## config.mk

```make
export PLATFORM = sky130hd
export DESIGN_NAME = stream_framer
export DESIGN_NICKNAME = d
export VERILOG_FILES = /design/src/rtl/stream_framer.sv
export SDC_FILE = /design/constraint.sdc
export NUM_CORES = 1
export LEC_CHECK = 0
export CORE_MARGIN = 3
export CORE_UTILIZATION = 33
export DETAILED_ROUTE_END_ITERATION = 12
export PLACE_DENSITY = 0.57
export SETUP_SLACK_MARGIN = 0.3
export SYNTH_ARGS = -nofsm -noshare
export SYNTH_HDL_FRONTEND = slang
export SYNTH_SLANG_ARGS = --single-unit
export TNS_END_PERCENT = 20
```

## constraint.sdc

```tcl
create_clock -name clk_i -period 2.3 [get_ports clk_i]
set_clock_uncertainty 0.15 [all_clocks]
set_input_delay 0.46 -clock clk_i [delete_from_list [all_inputs] [get_ports clk_i]]
set_output_delay 0.46 -clock clk_i [all_outputs]
set_load 0.1 [all_outputs]
```

## src/rtl/stream_framer.sv

```systemverilog
// Byte-stuffing framer: wraps tagged pixel beats in SOF/SOL headers and escapes
// payload bytes that collide with marker values, one output byte per handshake.
module stream_framer #(
    parameter logic [7:0] SOF_BYTE = 8'hC0,
    parameter logic [7:0] SOL_BYTE = 8'hC1,
    parameter logic [7:0] ESC_BYTE = 8'hDB,
    parameter logic [7:0] ESC_XOR  = 8'h20
) (
    input  logic       clk_i,
    input  logic       rst_n_i,
    input  logic       s_valid_i,
    output logic       s_ready_o,
    input  logic [7:0] s_data_i,
    input  logic       s_sof_i,
    input  logic       s_sol_i,
    output logic       m_valid_o,
    input  logic       m_ready_i,
    output logic [7:0] m_data_o,
    output logic [7:0] frame_cnt_o
);

    typedef enum logic [2:0] {IDLE, SOF_MK, FCNT, SOL_MK, ROW_HI, ROW_LO, PIX} state_t;

    state_t      r_state;
    logic        r_esc_pend;
    logic        r_run;
    logic [7:0]  r_pix;
    logic [15:0] r_row;
    logic [7:0]  r_frame_cnt;
    logic        r_m_valid;
    logic [7:0]  r_m_data;

    logic        w_out_free;
    logic        w_accept;
    logic        w_load;
    state_t      w_cur_state;
    state_t      w_next_state;
    logic [7:0]  w_cur_pix;
    logic [15:0] w_cur_row;
    logic [7:0]  w_payload;
    logic        w_is_payload;
    logic        w_needs_esc;
    logic        w_next_esc;
    logic [7:0]  w_byte;
    logic        w_fcnt_done;

    // r_run keeps the input side closed until the first clock after reset release.
    assign w_out_free = !r_m_valid || m_ready_i;
    assign s_ready_o  = r_run && (r_state == IDLE) && w_out_free;
    assign w_accept   = s_valid_i && s_ready_o;
    assign w_load     = ((r_state != IDLE) && w_out_free) || w_accept;

    // In IDLE the first byte of a new sequence is chosen straight from the input beat.
    always_comb begin
        w_cur_state = r_state;
        w_cur_pix   = r_pix;
        w_cur_row   = r_row;
        if (r_state == IDLE) begin
            w_cur_pix = s_data_i;
            if (s_sof_i) begin
                w_cur_state = SOF_MK;
                w_cur_row   = 16'd0;
            end else if (s_sol_i) begin
                w_cur_state = SOL_MK;
                w_cur_row   = r_row + 16'd1;
            end else begin
                w_cur_state = PIX;
            end
        end
    end

    always_comb begin
        w_payload    = w_cur_pix;
        w_is_payload = 1'b1;
        w_byte       = 8'h00;
        w_next_esc   = 1'b0;
        w_next_state = IDLE;
        case (w_cur_state)
            SOF_MK: begin w_is_payload = 1'b0; w_byte = SOF_BYTE; w_next_state = FCNT;   end
            FCNT:   begin w_payload = r_frame_cnt;                w_next_state = SOL_MK; end
            SOL_MK: begin w_is_payload = 1'b0; w_byte = SOL_BYTE; w_next_state = ROW_HI; end
            ROW_HI: begin w_payload = w_cur_row[15:8];            w_next_state = ROW_LO; end
            ROW_LO: begin w_payload = w_cur_row[7:0];             w_next_state = PIX;    end
            PIX:    begin                                         w_next_state = IDLE;   end
            default: begin w_is_payload = 1'b0;                   w_next_state = IDLE;   end
        endcase
        w_needs_esc = (w_payload == SOF_BYTE) || (w_payload == SOL_BYTE) || (w_payload == ESC_BYTE);
        if (w_is_payload) begin
            if (r_esc_pend) begin
                w_byte = w_payload ^ ESC_XOR;
            end else if (w_needs_esc) begin
                w_byte       = ESC_BYTE;
                w_next_esc   = 1'b1;
                w_next_state = w_cur_state;
            end else begin
                w_byte = w_payload;
            end
        end
    end

    // Frame count advances once its header byte (including any escape pair) is out.
    assign w_fcnt_done = w_load && (w_cur_state == FCNT) && !w_next_esc;

    always_ff @(posedge clk_i or negedge rst_n_i) begin
        if (!rst_n_i) begin
            r_state     <= IDLE;
            r_esc_pend  <= 1'b0;
            r_run       <= 1'b0;
            r_pix       <= 8'h00;
            r_row       <= 16'd0;
            r_frame_cnt <= 8'h00;
            r_m_valid   <= 1'b0;
            r_m_data    <= 8'h00;
        end else begin
            r_run <= 1'b1;
            if (w_load) begin
                r_m_valid  <= 1'b1;
                r_m_data   <= w_byte;
                r_state    <= w_next_state;
                r_esc_pend <= w_next_esc;
            end else if (w_out_free) begin
                r_m_valid <= 1'b0;
            end
            if (w_accept) begin
                r_pix <= s_data_i;
                r_row <= w_cur_row;
            end
            if (w_fcnt_done) begin
                r_frame_cnt <= r_frame_cnt + 8'd1;
            end
        end
    end

    assign m_valid_o   = r_m_valid;
    assign m_data_o    = r_m_data;
    assign frame_cnt_o = r_frame_cnt;

endmodule

```

Yosys cells after proc, flatten, opt, wreduce, memory -nomap -nowiden

Cells that the tools add are included.
W data, S select, Z words.

$add $sub $neg: 2
Eq/ne operators: 9
Multiplexer cells: 22
Bitwise logic cells: 1
Reductions and logical operators: 16

Operators with widths:

| cell                    | number |
|---|---|
| $mux W16                | 3 |
| $mux W8                 | 4 |
| $eq A8 B8 Y1 const B    | 3 |
| $pmux W8 S3             | 1 |
| $mux W3                 | 6 |
| $add A16 B1 Y16 const B | 1 |
| $pmux W8 S2             | 1 |
| $pmux W3 S5             | 1 |
| $eq A3 B3 Y1 const B    | 3 |
| $add A8 B1 Y8 const B   | 1 |
| $eq A3 B2 Y1 const B    | 2 |
| $logic_and A1 B1 Y1     | 6 |
| $mux W1                 | 6 |
| $logic_or A1 B1 Y1      | 4 |
| $reduce_or A4 Y1        | 1 |
| $eq A3 B1 Y1 const B    | 1 |
| $logic_not A3 Y1        | 1 |
| $reduce_bool A3 Y1      | 1 |
| $logic_not A1 Y1        | 2 |
| $reduce_bool A2 Y1      | 1 |
| $not A1 Y1              | 1 |

Bits in registers: 46
Input port bits: 14
Output and inout bits: 18

Depth between registers and ports, before layout

Depth in word-level cells: 13
Mapped depth: 11
Depth with buffers taken out: 9

Least setup slack after synthesis

No wires, ideal clock.

Kind: reg2reg
From: reg r_m_valid, in the netlist m_valid_o
To: reg r_row[9]
Arrival time: 2.912 ns
Path slack: -0.872 ns
Cell stages (with the launch flop): 7
Period minus slack after synthesis: 3.172 ns
Path through: dfrtp_1 -> nand2b_1 -> and3_1 -> nand2_1 -> clkbuf_1 -> or2_2 -> o41ai_1

Word-level cells in the longest chain between the ends: 4

Ends and longest elaborated chain:

| what                     | line | source |
|---|---|---|
| start: declaration       | 30   | `logic r_m_valid;` |
| start signal: assignment | 112  | `r_m_valid <= 1'b0;` |
| start signal: assignment | 117  | `r_m_valid <= 1'b1;` |
| start signal: assignment | 122  | `r_m_valid <= 1'b0;` |
| $logic_not A1 Y1         | 48   | `assign w_out_free = !r_m_valid \|\| m_ready_i;` |
| $logic_or A1 B1 Y1       | 48   |  |
| $logic_and A1 B1 Y1      | 49   | `assign s_ready_o = r_run && (r_state == IDLE) && w_out_free;` |
| via s_ready_o            | 12   | `output logic s_ready_o,` |
| $logic_and A1 B1 Y1      | 50   | `assign w_accept = s_valid_i && s_ready_o;` |
| end signal: assignment   | 126  | `r_row <= w_cur_row;` |
| end: declaration         | 28   | `logic [15:0] r_row;` |

The timed path passes the listed nets, and every way through them passes these cells.
A chain may end at the register's enable or synchronous reset.

Worst setup path after layout

From: reg r_state[1]
To: reg r_state[1]

Word-level cells in the longest chain between the ends: 10
Elaborated cells between the ends (all ways): 28
Those cells by class: 9 x eq/ne; 9 x mux; 10 x reduce/logical

Ends and longest elaborated chain:

| what                                         | line   | source |
|---|---|---|
| start: declaration                           | 24     | `state_t r_state;` |
| start signal: assignment                     | 119    | `r_state <= w_next_state;` |
| $logic_not A3 Y1                             | 49, 58 |  |
| $mux W3                                      | 58     | `if (r_state == IDLE) begin` |
| $eq A3 B3 Y1 or $eq A3 B2 Y1 (tied branches) | 78     | `case (w_cur_state)` |
| $pmux W8 S3                                  | 78     |  |
| $eq A8 B8 Y1                                 | 87     | `w_needs_esc = (w_payload == SOF_BYTE) \|\| (w_payload == SOL_BYTE) \|\| (w_payload == ESC_BYTE);` |
| $logic_or A1 B1 Y1 (2 in a row)              | 87     |  |
| $mux W3                                      | 91     | `end else if (w_needs_esc) begin` |
| $mux W3                                      | 89     | `if (r_esc_pend) begin` |
| $mux W3                                      | 88     | `if (w_is_payload) begin` |

Several ways; a longest one is shown, not always the timed one.

==> results.py <==
metrics = {
    "yosys": {
        "synth_edf_count": 0,
        "syn_area_sq_um": 2835,
        "async_flop_share_pct": 100.0,
        "syn_inst": 320,
        "synth.avg_cell_area_sq_um": 8.860,
        "ys_types": 63,
        "synth_warnings": 0,
        "syn-num-nets": 336,
        "synth-seq-cells": 46,
        "ys_seq_area_share_pct": 40.60,
        "synthFlopType": "dfrtp_1",
    },
    "clocking": {
        "cts-root-buf": "clkbuf_8",
        "cts_tree": "built",
        "clk_pin_slew_ns": 0.10,
        "clk_latency_ns": 0.31,
        "cts.sinks": 46,
        "htree_num_levels": 2,
        "cts_buffer_depth": 2,
        "cts_inserted_buffers": 5,
    },
    "timing": {
        "slew_violations": 0,
        "tns_ns": -1.804,
        "worst_pin_slew_ns": 0.5150,
        "period_share_pct": 110.6,
        "min_period_ns": 2.543,
        "finalHoldViolations": 0,
        "clock.fmax_mhz": 393.2,
        "rsz0062_at_grt": "true",
        "setup_ws_ns": -0.2430,
        "relSlewSlack_pct": 65.66,
        "setup_viol": 13,
    },
    "drt": {
        "wl_met1_um": 4194,
        "vias": 2823,
        "top_layer_used": "met4",
        "met2_length_um": 3998,
        "avgRoutedWirePerCell_um": 15.98,
        "dr.pass1.iters": 4,
        "routed_wirelength_um": 8598,
        "drt_iter0_markers": 155,
        "dr_wl_met3_um": 333,
        "avgViaCountPerCell": 5.247,
        "drc": 0,
        "antenna_left": 0,
    },
    "critical_path": {
        "crit_type": "reg -> reg",
        "end_kind": "flip-flop",
        "worstSetupStartpointType": "flip-flop",
        "cp.arrival_ns": 2.62,
        "required_ns": 2.38,
        "path_max_fanout": 6,
    },
    "floorplanning": {
        "fp.dieW_um": 98.69,
        "ios": 32,
        "core-area_sq_um": 8299,
        "die-area_sq_um": 9740,
        "start_util_pct": 34.16,
        "std_cell_rows": 33,
        "die_y_um": 98.69,
    },
    "power": {
        "power_mw": 6.139,
        "power.switching_mw": 2.855,
        "internal_power_mw": 3.284,
        "power_density_nw_per_um2": 1444,
        "pwr-share-seq_pct": 20.9,
        "swShare_pct": 46.51,
        "p_leak_nw": 1.889,
        "vdd_drop_max_mv": 1.107,
        "p_clk_share_pct": 10.7,
        "comb_power_share_pct": 68.4,
    },
    "global_route": {
        "grt_pass1_vias": 2779,
        "grt_pass1_wl_um": 14030,
        "grt_max_degree": 20,
        "grtUsageTotal_pct": 17.93,
        "antenna_found_initial": 0,
        "grt-ovfl-total": 0,
    },
    "status": {
        "status": "finished with violations",
        "violations": "setup timing",
    },
    "cells_and_area": {
        "area_growth_pct": 49.96,
        "seqCellArea_sq_um": 1172,
        "num-nets-final": 448,
        "final_area_sq_um": 4252,
        "n_fill_cell": 780,
        "antenna_cells": 0,
        "multiInputGateArea_sq_um": 1724,
        "final_core_utilization_pct": 51.23,
        "drive_gt1_share_pct": 42.49,
    },
    "placed_design": {
        "dpl_cell_area_sq_um": 3849,
        "dpl.hpwl_um": 6641,
        "routabilityCongestion": 0.8571,
        "portBuffers": 31,
        "place_ws_ns": -0.6385,
    },
    "hold_path": {
        "hold_path_class": "reg -> reg",
    },
    "job": {
        "drv_cap": 0,
    },
}
area by class of cell:
class,instances,share of cell area [%]
multi-input cells,245,40.55
flip-flops and latches,46,27.57
repair buffers,127,25.43
well taps,105,3.090
clock buffers,7,2.031
clock inverters,1,0.7063
inverters,7,0.6180
metal layers:
layer  vias to the layer above  GRT usage (%)
li1                       1389              -
met1                      1376          25.96
met2                        54          28.60
met3                         4          2.335
met4                         0          4.097
met5                         -              0
registers in the layout, indices dropped and copies added, names as in the netlist:
signal,cells
r_row,16
r_esc_pend,1
m_valid_o,1
r_run,1
m_data_o,8
r_state,3
r_pix,8
frame_cnt_o,8
synthesized netlist by cell type (4+ instances only):
library cell | n | area, sq um
nand4_1 | 8 | 50.05
nor3_1 | 5 | 25.02
nand2_1 | 36 | 135.1
clkbuf_1 | 10 | 37.54
nand3_1 | 10 | 50.05
and3_1 | 6 | 37.54
buf_2 | 6 | 30.03
inv_1 | 7 | 26.28
and2_1 | 4 | 25.02
dfrtp_1 | 46 | 1151
nor2_1 | 27 | 101.4
xor2_1 | 6 | 52.55
mux2_2 | 9 | 101.4
o21ai_0 | 35 | 175.2
nor2b_1 | 5 | 31.28
o31ai_1 | 4 | 30.03
a21oi_1 | 13 | 65.06
mux2i_1 | 8 | 80.08
a31oi_1 | 8 | 50.05
worst max-delay path, cell delays in order (launching register included):
cell	delay, ns
dfrtp_2	0.48
or3b_4	0.29
a2bb2oi_2	0.16
nor2_1	0.05
or3_4	0.39
nor4b_4	0.27
o21ai_2	0.11
buf_6	0.14
or3_1	0.33
o2111ai_1	0.09
stage by stage:
step / std cells / hold WS [ns]
after detailed placement: 520 / 0.3005
after global routing: 538 / 0.3588
final: 538 / 0.3434
after CTS: 534 / 0.3373
after floorplan: 320 / 0.01441
after global placement: 520 / 0.2871
timing repair:
item	4_1_cts	5_1_grt
endpoints found under the hold margin	17	0
gates resized for setup	43	29
endpoints found under the setup margin	38	39
buffers inserted	5	4
hold buffers	1	0
pin swaps	18	17
path summary, 6_finish.rpt:
path / start / cells past startpoint / endpoint / slack (ns)
max: r_state[1] / 9 / r_state[1] / -0.24
min: m_data_o[2] / 2 / m_data_o[2] / 0.34
max reg2reg: r_state[1] / 9 / r_state[1] / -0.24
min reg2reg: m_data_o[2] / 2 / m_data_o[2] / 0.34
max in group asynchronous: rst_n_i / 3 / m_valid_o / 0.89
min in group asynchronous: rst_n_i / 2 / r_pix[2] / 0.49
cell usage in the layout, fill, tap and decap left out, drive strengths merged, types with 2 or more instances in the layout:
cell	n
a211oi	3
nor2b	5
a21oi	13
a2bb2oi	2
nor4b	2
o31ai	4
or3	3
a31oi	8
nand2b	3
dfrtp	46
nor3	6
nor2	27
o221ai	3
a21o	2
inv	7
clkdlybuf4s50	11
and2	4
o22ai	3
xor2	6
xnor2	2
o21ai	39
and3	6
o21a	3
or2	2
clkbuf	7
buf	114
nor3b	2
mux2i	8
o211ai	3
ha	2
nand3	10
o41ai	3
nand2	36
mux2	10
a22o	2
nand4	8
power groups by stage:
stage / registers, mW / logic, mW / clock network [mW]
global route: 1.31 / 4.47 / 0.701
detailed placement: 1.28 / 3.78 / 0
finish: 1.28 / 4.20 / 0.659
floorplan: 2.04 / 1.60 / 0
global placement: 1.28 / 3.75 / 0
CTS: 1.27 / 4.00 / 0.665
cell families after synthesis:
kind of cell	count (synthesis)	synth area share, %
fa+ha+maj	2	0.8825
xor+xnor	8	2.471
mux	18	6.796
simple gates	119	21.98
buf+inv	29	5.163
compound gates	97	21.98
other cells	1	0.1323
flops	46	40.60
No activity file was read; power rests on OpenSTA's default activity.
